$ cat src/rtl/seg_display_scanner.sv
// Time-multiplexed scanner for a four-digit common-anode seven-segment display.
// It lights one digit per scanTick and adds ghost blanking, leading-zero blanking, per-digit blink and decimal points.
module seg_display_scanner #(
  parameter int GhostCycles = 8,
  parameter int NumDigits   = 4
) (
  input  logic                   MasterClock,
  input  logic                   ResetN,
  input  logic                   scanTick,
  input  logic                   blinkTick,
  input  logic [4*NumDigits-1:0] value,
  input  logic [NumDigits-1:0]   digitEnable,
  input  logic [NumDigits-1:0]   blinkMask,
  input  logic [NumDigits-1:0]   dpMask,
  input  logic                   lzBlank,
  output logic [6:0]             seg,
  output logic                   dp,
  output logic [NumDigits-1:0]   an
);

  localparam int IdxW   = (NumDigits > 1) ? $clog2(NumDigits) : 1;
  localparam int GhostW = (GhostCycles > 0) ? $clog2(GhostCycles + 1) : 1;
  localparam logic [IdxW-1:0]      LastIdx   = IdxW'(NumDigits - 1);
  localparam logic [GhostW-1:0]    GhostLoad = GhostW'(GhostCycles);
  localparam logic [NumDigits-1:0] Digit0    = NumDigits'(1);

  // Shadow copy of the display inputs, refreshed once per frame so a frame never tears.
  typedef struct packed {
    logic [4*NumDigits-1:0] value;
    logic [NumDigits-1:0]   digitEnable;
    logic [NumDigits-1:0]   blinkMask;
    logic [NumDigits-1:0]   dpMask;
    logic                   lzBlank;
  } frameT;

  logic [IdxW-1:0]   idx, idxNext;
  logic [GhostW-1:0] ghostCnt, ghostCntNext;
  logic              blinkPhase, blinkPhaseNext;
  frameT             frame, frameNext;
  logic              frameWrap;
  logic [3:0]        nibble;
  logic              upperZero;
  logic              lzBlanked;
  logic              lit;

  function automatic logic [6:0] hexToSeg(input logic [3:0] h);
    case (h)
      4'h0: hexToSeg = 7'h40;
      4'h1: hexToSeg = 7'h79;
      4'h2: hexToSeg = 7'h24;
      4'h3: hexToSeg = 7'h30;
      4'h4: hexToSeg = 7'h19;
      4'h5: hexToSeg = 7'h12;
      4'h6: hexToSeg = 7'h02;
      4'h7: hexToSeg = 7'h78;
      4'h8: hexToSeg = 7'h00;
      4'h9: hexToSeg = 7'h10;
      4'hA: hexToSeg = 7'h08;
      4'hB: hexToSeg = 7'h03;
      4'hC: hexToSeg = 7'h46;
      4'hD: hexToSeg = 7'h21;
      4'hE: hexToSeg = 7'h06;
      default: hexToSeg = 7'h0E;
    endcase
  endfunction

  // Outputs are registered from the next state, so a digit's seg is valid one cycle after its tick.
  // Its anode is valid at tick + 1 + GhostCycles.
  always_comb begin
    // NOTE: every variable gets a default before any branch; otherwise a path that leaves it unassigned infers a latch.
    frameWrap      = scanTick && (idx == LastIdx);
    idxNext        = idx;
    ghostCntNext   = ghostCnt;
    frameNext      = frame;
    blinkPhaseNext = blinkPhase ^ blinkTick;

    if (scanTick) begin
      idxNext      = frameWrap ? '0 : idx + IdxW'(1);
      ghostCntNext = GhostLoad;
    end else if (ghostCnt != '0) begin
      ghostCntNext = ghostCnt - GhostW'(1);
    end

    if (frameWrap) begin
      frameNext = {value, digitEnable, blinkMask, dpMask, lzBlank};
    end

    nibble    = frameNext.value[4*int'(idxNext) +: 4];
    upperZero = 1'b1;
    for (int k = 0; k < NumDigits; k++) begin
      if (k >= int'(idxNext) && frameNext.value[4*k +: 4] != 4'h0) upperZero = 1'b0;
    end
    lzBlanked = frameNext.lzBlank && upperZero && (idxNext != '0);

    lit = (ghostCntNext == '0) && frameNext.digitEnable[idxNext] &&
          !(blinkPhaseNext && frameNext.blinkMask[idxNext]) && !lzBlanked;
  end

  always_ff @(posedge MasterClock) begin
    // NOTE: sequential state uses non-blocking assignments so every register samples pre-edge values.
    if (!ResetN) begin
      idx        <= '0;
      ghostCnt   <= '0;
      blinkPhase <= 1'b0;
      frame      <= '0;
      seg        <= 7'h7F;
      dp         <= 1'b1;
      an         <= '1;
    end else begin
      idx        <= idxNext;
      ghostCnt   <= ghostCntNext;
      blinkPhase <= blinkPhaseNext;
      frame      <= frameNext;
      if (scanTick) seg <= hexToSeg(nibble);
      an <= lit ? ~(Digit0 << idxNext) : '1;
      dp <= lit ? ~frameNext.dpMask[idxNext] : 1'b1;
    end
  end

endmodule

$ cat config.mk
export PLATFORM = sky130hd
export DESIGN_NAME = seg_display_scanner
export DESIGN_NICKNAME = d
export VERILOG_FILES = /design/src/rtl/seg_display_scanner.sv
export SDC_FILE = /design/constraint.sdc
export NUM_CORES = 1
export LEC_CHECK = 0
export BUFFER_PORTS_ARGS = -buffer_cell sky130_fd_sc_hd__buf_2
export CORE_ASPECT_RATIO = 2
export CORE_MARGIN = 10
export CORE_UTILIZATION = 45
export CTS_CLUSTER_DIAMETER = 80
export DETAILED_ROUTE_END_ITERATION = 6
export HOLD_SLACK_MARGIN = 0.1
export PLACE_DENSITY = 0.69
export SLEW_MARGIN = 20
export SYNTH_ARGS = -nofsm -noshare
export SYNTH_HDL_FRONTEND = slang
export SYNTH_SLANG_ARGS = --single-unit
$ cat constraint.sdc
create_clock -name MasterClock -period 2.36 [get_ports MasterClock]
set_input_delay 0.236 -clock MasterClock [delete_from_list [all_inputs] [get_ports MasterClock]]
set_output_delay 0.236 -clock MasterClock [all_outputs]
set_load 0.1 [all_outputs]
# Word level (Yosys, flattened, before mapping)
# Memories as Yosys holds them, arrays and structs flattened. A register that Yosys moved wholly into a read port is not among the register bits.
# Cells that the tools add are included.
# totals
reg_bits,41
output_inout_bits,12
mem_count,1
rom_bits,112
word_cells,59
in_bits,33
# classes
shift,2
muxes,15
n_bitwise,3
n_addsub,2
eq_ne,1
order_cmp,4
reduce_logical,21
# mem_list
name,words,word_bits,read_ports,rd_clocked_by_memory_dff,write_ports,line,text
(no name shown),16,7,1,1,0,47,case (h)
# op_table
op,count
29-bit two-way mux,1
4-bit nonzero test,5
16-bit by 5-bit variable part select with 4-bit output,1
1-bit logical AND,10
4-bit two-way mux,2
1-bit two-way mux,7
1-bit binary-select mux with 2-bit select,3
1-bit by 2-bit >= comparator with 1-bit output (first input constant),2
4-bit zero test,1
2-bit two-way mux,2
4-bit inverter,1
1-bit by 2-bit left shift with 4-bit output (first input constant),1
4-bit by 1-bit subtractor with 4-bit output (second input constant),1
1-bit zero test,3
2-bit by 3-bit < comparator with 1-bit output (second input constant),1
2-bit by 1-bit adder with 2-bit output (second input constant),1
2-bit == test (second input constant),1
2-bit >= comparator (first input constant),1
2-bit AND reduction,1
2-bit nonzero test,1
1-bit inverter,1
1-bit XOR,1

# Logic depth before layout (Yosys ltp)
# Gate-level depths: netlist (run 1).
# depth
word_depth,15
ltp_mapped,14
ltp_nobuf,11

# Worst setup path before layout (run 1)
# OpenSTA, ideal clock, no wires.
# synth_path
path_kind,register -> register
from,register idx[1]
to,register seg[2]
t_arrival_ns,2.406
setup_slack_ns,-0.168
path_buffers,2
stages_incl_launch_ff,13
synth_period_minus_slack_ns,2.528
required_time_ns,2.238
setup_ns,0.122
cell_sequence,dfxtp_1 -> ha_1 -> buf_6 -> and2_1 -> clkbuf_1 -> mux2i_1 -> o22ai_1 -> nor2_1 -> ha_1 -> inv_1 -> o21ai_0 -> nor2_1 -> o32a_1
# synth_between
elab_chain_cells,5
word_cells_on_any_way,7
classes_between,1 x add/sub; 1 x eq/ne; 1 x shift; 3 x mux; 1 x reduce/logical
# synth_lines
item,line,text
from (decl),36,"logic [IdxW-1:0] idx, idxNext;"
from (signal assigned),110,idx <= idxNext;
"parallel branches: the longest is 4 deep, another holds 2-bit by 1-bit adder with 2-bit output",-,
16-bit by 5-bit variable part select with 4-bit output (*),88,nibble = frameNext.value[4*int'(idxNext) +: 4];
to (decl),16,"output logic [6:0] seg,"
# Every way passes the cells marked *.
# A chain may end at the register's enable or synchronous reset.

# Worst setup path in the final report (run 1)
# layout_path
from,register idx[1]
to,register seg[3]
# Same word-level chain as after synthesis.

==> key figures, run 1 <==
Power and ir drop
  – Switching share of power: 27.69%
  – Leakage: 1.493 nW
  – Worst vdd ir: roughly 0.00074 V
  – Logic pwr share: 20.2%
  – Sequential fraction of design power: 39.9%
  – Clock share of power: ~40%
  – Cell Pwr Density: slightly above 600 mW/mm²
  – Sw power: 590.7 µW
  – Tot Pwr: around 2.1 mW
  – Int Power: 1.543 mW

Route
  – DRT antenna net count: 0
  – Via/cell ratio: 5.513
  – Drt total wl: 6949 µm
  – Total number of vias: 2255
  – DR pass1 iterations: 4
  – Drt initial violations: about 140
  – Wire per inst: 16.99 µm
  – DRC viols: 0

Place
  – Place WS: -81.12 ps
  – Final RePlAce weighted congestion: approximately 0.86
  – DP Cell Count: 394
  – Dpl hpwl: 5393 µm
  – Area after DPL: 0.003055 mm²
  – Port-buffer cells: 44

Synth
  – Post-synth top area share: 37.28%
  – Sequential element share of the synthesized area: 37.28%
  – Synth warnings: 0
  – Post-synth EDFFs: 0
  – Syn Area/Cell: 9.546 µm²
  – Cells after synthesis: 270
  – Area contributors post-synth: dfxtp_1 37%, mux2i_1 8.5%, nor2b_1 5.3%, ha_1 3.9%, nand2_1 3.1%
  – FFs w/ async S/R, synth: 0%
  – Net Count, Synth: 311
  – Post-synthesis cell area: 0.002577 mm²
  – Synth Register Bits: 48
  – Synth cell types: 61
  – Top_reg_cell synth: dfxtp_1
  – Yosys top cell by area: dfxtp_1

Floorplanning
  – Die Footprint: 0.009339 mm²
  – Placement Rows: 39
  – # IOs: 45
  – Die width: 73.52 µm
  – Die height: 127.0 µm
  – Core area: 0.005660 mm²
  – Initial core utilization: 45.53%

CTS
  – Clk_lat worst skew: 300 ps
  – # H-tree levels: 2
  – Number of CTS-inserted buffers: 5
  – Max clock buf depth: 2
  – Root buf cell: clkbuf_16
  – CTS clk-pin slew, worst paths: 70 ps
  – CTS tree: done
  – Clock Sinks: 48

Hold path
  – Hold Crit Depth: 3
  – Hold Path Origin: value[5]
  – Hold WC Path Type: in2reg

Timing
  – # setup viols final: 0
  – F_max: 444.9 MHz
  – RSZ-0062 raised after global routing: yes
  – Slack of the critical path: about 110 ps
  – Final max-slew violation count: 0
  – Worst-Margin Slew: 495.3 ps
  – Rel. slew slack: between 60% and 70%
  – Tcrit/Tclk final: a little over nine tenths
  – Final hold vios: 0
  – Worst Skew: 6.686 ps
  – Post-layout min period: 2247 ps

Global routing
  – Largest net degree at the start of global routing: 37
  – Overall Global Routing Usage: 15.51%
  – Grt ovf: 0
  – Initial antenna violation count: 0
  – Vias in the first global route: 2428
  – First-pass GRT wire length: 11600 µm

Final layout
  – Ratio of cells with drive above 1 in the final layout: 41.09%
  – Design area: roughly 0.0034 mm²
  – Layout area overhead: 32.77%
  – Non-filler instance count after layout: 409
  – Nets: 388
  – Diode count: 0

Status
  – Status: finished clean

Setup path
  – Crit Path Category: reg2reg
  – CP startpoint: idx[1]$_SDFF_PN0_
  – R2R depth: 10
  – CP startpoint kind: flip-flop
  – Critical Path End Type: flip-flop
  – Worst Path Required: ~2600 ps
  – Reg2reg start: idx[1]$_SDFF_PN0_
  – Critical path arrival: 2470 ps
  – Worst-path fanout max: 8

Run
  – Number of max-cap violations: 0
[worst max-delay path, cell delays in order (launching register included)]
cell      delay [ps]
dfxtp_2          350
ha_4             210
mux2_2           380
o22ai_4          170
a31oi_2          100
nor2_4           190
buf_4            140
ha_1             230
nor3_1           190
a21oi_1           70
o221ai_1         140
[Yosys cell counts, types with 3 or more instances]
library cell / count
dfxtp_1: 48
buf_6: 5
mux2_2: 4
a22oi_1: 3
clkbuf_1: 6
nor2b_1: 22
o21ai_0: 7
and2_1: 10
o22ai_1: 9
a21oi_1: 9
nor3_1: 7
nor2_1: 9
ha_1: 8
inv_1: 10
nor3b_1: 3
mux2i_1: 22
nand2b_1: 4
a21boi_0: 5
a211oi_1: 6
nand2_1: 21
[worst paths after layout]
kind	end	slack (ps)
max	seg[3]$_SDFFE_PN1P_	110
min	frame[18]$_SDFF_PN0_	200
max reg2reg	seg[3]$_SDFFE_PN1P_	110
min reg2reg	seg[2]$_SDFFE_PN1P_	470
[power groups by stage]
stage,combinational (mW),clock (mW),sequential [mW]
finish,0.432,0.850,0.851
global route,0.467,0.884,0.855
CTS,0.415,0.862,0.851
detailed placement,0.399,0,0.868
global placement,0.392,0,0.867
floorplan,0.192,0,0.944
[flip-flops by register name, indices dropped and copies added (netlist names)]
name and flops:
an 4, blinkPhase 1, dp 1, frame 29, ghostCnt 4, idx 2, seg 7
[metrics by stage]
stage | hold WS, ps | TNS (ps) | utilization, %
after floorplan | 380.9 | 0 | -
after CTS | 201.7 | 0 | 59.08
after global placement | 453.4 | -43.39 | 53.98
final | 204.8 | 0 | 60.46
after global routing | 210.7 | -17.64 | 60.46
after detailed placement | 457.9 | -105.0 | 53.98
[per-layer routing]
| metal | vias up | routed length [µm] | track usage [%] |
|---|---|---|---|
| li1 | 1125 | - | - |
| met1 | 1053 | 2399 | 14.52 |
| met2 | 54 | 3861 | 27.62 |
| met3 | 23 | 320 | 4.419 |
| met4 | 0 | 368 | 10.03 |
| met5 | - | 0 | 0 |
[repair_timing]
item                       4_1_cts  5_1_grt
hold endpoints to repair         0        0
buffers inserted                 6        1
gates resized for setup         13       19
hold buffers                     0        0
pin swaps                        1        7
setup endpoints to repair        4       11
[layout by cell type, fill, tap and decap left out, types with 3 or more instances in the layout]
cell type and n:
a211oi_1 4, a211oi_2 4, a21boi_0 5, a21oi_1 9, and2_1 8, buf_2 44, buf_4 37, clkbuf_16 5
dfxtp_1 46, ha_1 4, inv_1 7, inv_2 3, mux2_2 4, mux2i_1 21, nand2_1 20, nand2b_1 4
nor2_1 7, nor2b_1 21, nor3_1 6, nor3b_1 3, o21ai_0 4, o21ai_2 3, o22ai_1 5, o22ai_2 5
[cell families after synthesis]
kind of cell / share of synthesized area [%]
xor gates and xnor gates: 0.6797
and+or+nand+nor: 22.48
DFF: 37.28
adders and majority gates: 3.884
muxes: 10.29
buffers and inverters: 5.000
AOI/OAI and AO/OA: 20.39
[final cells by class]
type | count | area [µm²]
fillers | 494 | 2238
multi-input cells | 199 | 1638
flip-flops and latches | 48 | 963.4
repair buffers | 83 | 529.3
clock buffers | 6 | 138.9
well taps | 61 | 76.32
clock inverters | 2 | 38.79
inverters | 10 | 37.54
Power figures use the tool's default switching activity.
==> run 2, diff against run 1 <==
--- a/config.mk
+++ b/config.mk
@@ -5,6 +5,8 @@
 export SDC_FILE = /design/constraint.sdc
 export NUM_CORES = 1
 export LEC_CHECK = 0
+export ABC_AREA = 1
+export ABC_CLOCK_PERIOD_IN_PS = 2360
 export BUFFER_PORTS_ARGS = -buffer_cell sky130_fd_sc_hd__buf_2
 export CORE_ASPECT_RATIO = 2
 export CORE_MARGIN = 10
==> run 2 against run 1 <==
  * Sequential power increased by 0.8%
  * Non-clock buffer count decreased by 28
  * Clock skew about the same
  * Cell count increased by 18%
  * Global-route usage decreased by 1.4 points
  * Design area decreased by 12%
  * Register-to-register slack improved by 120 ps
  * Setup slack improved by 120 ps
  * First-iteration DRC count decreased by 8.8%
  * Largest cell class unchanged
==> key figures, run 2 <==
Synth
  – Most frequent cell after synthesis: nand2_1
  – Top_reg_cell synth: dfxtp_1
  – FFs w/ async S/R, synth: 0% (unchanged)
  – Sequential element share of the synthesized area: 37.59% (+0.31 points)
  – Syn Area/Cell: 6.853 µm² (-28%)
  – Cells after synthesis: 373 (+38%)
  – Post-synthesis cell area: 0.002556 mm² (-0.83%)
  – Synth warnings: 0 (unchanged)
  – Synth Register Bits: 48 (unchanged)
  – Net Count, Synth: 414 (+33%)
  – Yosys top cell by area: dfxtp_1
  – Post-synth top area share: 37.59% (+0.31 points)
  – Commonest cells post-synth: 114 x nand2_1, 48 x dfxtp_1, 39 x inv_1, 39 x nand3_1, 35 x nor2_1
  – Post-synth EDFFs: 0 (unchanged)
  – Synth cell types: 30 (-51%)
  – Area contributors post-synth: dfxtp_1 38%, nand2_1 17%, nand3_1 7.6%, inv_1 5.7%, nor2_1 5.1%

Setup path
  – Worst-path fanout max: 21 (+13)
  – R2R setup slack: 240 ps (+120 ps)
  – Critical path arrival: 2370 ps (-100 ps)
  – CP startpoint kind: flip-flop
  – Crit Path Category: reg2reg
  – Critical Path End Type: flip-flop
  – Worst Path Required: 2610 ps (+30 ps)

Global routing
  – First-pass GRT wire length: 10920 µm (-5.8%)
  – Grt ovf: 0 (unchanged)
  – Largest net degree at the start of global routing: 42 (+14%)
  – Overall Global Routing Usage: 14.15% (-1.4 points)
  – Initial antenna violation count: 0 (unchanged)
  – Vias in the first global route: 2537 (+4.5%)

Power and ir drop
  – Leakage: 1.530 nW (+2.5%)
  – Sequential fraction of design power: 45.4% (+5.5 points)
  – Switching share of power: 31.47% (+3.8 points)
  – Clock share of power: 32.2% (-7.7 points)
  – Sw power: 594.8 µW (+0.69%)
  – Worst vdd ir: 0.0006255 V (-16%)
  – Int Power: 1.295 mW (-16%)
  – Cell Pwr Density: 630.4 mW/mm² (+1.1%)
  – Logic pwr share: 22.4% (+2.2 points)

CTS
  – # H-tree levels: 2 (unchanged)
  – Clk_lat worst skew: 300 ps (about the same)
  – CTS clk-pin slew, worst paths: 90 ps (+20 ps)
  – CTS Hold Bufs: 0 (unchanged)
  – Setup Fix Bufs, Post-CTS: 0 (-6)
  – Max clock buf depth: 2 (unchanged)
  – PostCTS Resize Cnt: 0 (-13)
  – Root buf cell: clkbuf_8
  – CTS tree: done
  – Clock Sinks: 48 (unchanged)
  – Number of CTS-inserted buffers: 5 (unchanged)

Timing
  – # setup viols final: 0 (unchanged)
  – Post-layout min period: 2125 ps (-122.7 ps)
  – Final max-slew violation count: 0 (unchanged)
  – Worst-Margin Slew: 498.0 ps (+2.640 ps)
  – F_max: 470.6 MHz (+5.8%)
  – Worst Skew: 6.586 ps (-0.09983 ps)
  – Final hold vios: 0 (unchanged)
  – Tcrit/Tclk final: 90.03% (-5.2 points)
  – Rel. slew slack: 67.03% (-0.17 points)
  – Setup TNS: 0 ps (unchanged)
  – RSZ-0062 raised after global routing: no
  – Slack of the critical path: 235.2 ps (+122.7 ps)

Final layout
  – Design area: 0.002998 mm² (-12%)
  – FF+latch area: 962.2 µm² (-0.13%)
  – Ratio of cells with drive above 1 in the final layout: 22.04% (-19 points)
  – Commonest non-fill, non-tap cell in the layout: nand2_1
  – Diode count: 0 (unchanged)
  – Largest regs: frame (29), seg (7)
  – Multi-input logic area: 0.001336 mm² (-18%)
  – # fillers: 556 (+13%)
  – Layout area overhead: 17.28%
  – Largest register FFs: 29 (unchanged)
  – Biggest register: frame
  – Most frequent cells in the layout: 114 x nand2_1, 47 x dfxtp_1, 44 x buf_2, 39 x inv_1, 38 x nand3_1
  – Nets: 462 (+19%)

Place
  – Place WS: 176.0 ps (+257.1 ps)
  – Area after DPL: 0.002844 mm² (-6.9%)
  – Dpl hpwl: 4986 µm (-7.6%)
  – Final RePlAce weighted congestion: 0.9861 (+14%)
  – Port-buffer cells: 44 (unchanged)

Floorplanning
  – Initial core utilization: 46.75% (+1.2 points)
  – Die height: 126.6 µm (-0.35%)
  – Die width: 73.30 µm (-0.30%)
  – Die Footprint: 0.009278 mm² (-0.65%)
  – Core area: 0.005468 mm² (-3.4%)
  – Placement Rows: 38 (-2.6%)
  – # IOs: 45 (unchanged)

Run
  – Number of max-cap violations: 0 (unchanged)

Route
  – DRC viols: 0 (unchanged)
  – Drt initial violations: 124 (-8.8%)
  – Total number of vias: 2426 (+7.6%)
  – Via/cell ratio: 5.033 (-8.7%)
  – DR pass1 iterations: 4 (unchanged)
  – Drt total wl: 6433 µm (-7.4%)
  – DRT antenna net count: 0 (unchanged)
  – Wire per inst: 13.35 µm (-21%)

Hold path
  – Hold WC Path Type: in2reg

Status
  – Status: finished clean
-- run 2: cell count changes in the layout (fill, tap and decap cells not counted), moves of 21 or more --
cell	change
nand2_1	+94
nand3_1	+36
inv_1	+32
buf_4	-28
nor2_1	+28
nor2b_1	-21
-- run 2: kinds of logic after synthesis --
group	share of synthesized area, %
XOR/XNOR	0.6854
adder cells (fa/ha/maj)	3.916
AO/OA/AOI/OAI	7.440
flip-flops	37.59
multiplexers	1.566
AND/OR/NAND/NOR	38.18
buffers and inverters	10.62
-- run 2: metrics by stage --
step	total power, mW	cells	hold WS (ps)	utilization [%]
after floorplan	1.189	373	379.6	-
after global placement	1.290	473	445.0	52.01
after detailed placement	1.297	473	453.8	52.01
after CTS	1.900	481	179.5	54.12
after global routing	1.989	482	182.0	54.83
final	1.890	482	176.5	54.83
-- run 2: final cells by class --
class,count,share of cell area (%)
clock buffers,5,2.295
well taps,60,2.504
clock inverters,3,1.544
inverters,47,5.885
multi-input cells,264,44.57
flip-flops and latches,48,32.10
repair buffers,55,11.10
-- run 2: power by group through the flow --
| stage | Combinational (mW) | Sequential, mW | Clock (mW) |
|---|---|---|---|
| finish | 0.424 | 0.858 | 0.609 |
| global route | 0.473 | 0.862 | 0.654 |
| CTS | 0.423 | 0.858 | 0.620 |
| detailed placement | 0.421 | 0.876 | 0 |
| global placement | 0.414 | 0.875 | 0 |
| floorplan | 0.232 | 0.957 | 0 |
-- run 2: path summary, 6_finish.rpt --
check / start / to / cells after the start
setup / recovery: idx[0]$_SDFF_PN0_ / seg[4]$_SDFFE_PN1P_ / 13
hold / removal: dpMask[1] / frame[2]$_SDFF_PN0_ / 3
setup reg to reg: idx[0]$_SDFF_PN0_ / seg[4]$_SDFFE_PN1P_ / 13
hold reg to reg: frame[16]$_SDFF_PN0_ / frame[16]$_SDFF_PN0_ / 2
-- run 2: worst max-delay path, cell delays in order (launching register included) --
cell and delay, ps:
dfxtp_2 360, ha_2 210, nand2_4 90, buf_12 170, o21ai_2 160, nand2_1 70
nand2_1 120, nor2_2 60, nor2_4 150, ha_1 230, nand3_1 120, a21oi_1 180
nand2_1 70, nand2_1 60
-- run 2: layer usage --
metal	part of all wire [%]	vias up	GRT usage, %
met4	3.3	0	6.064
met2	56	56	26.59
met5	0	-	0
met1	36	1087	13.64
met3	4.9	22	3.513
li1	-	1261	-
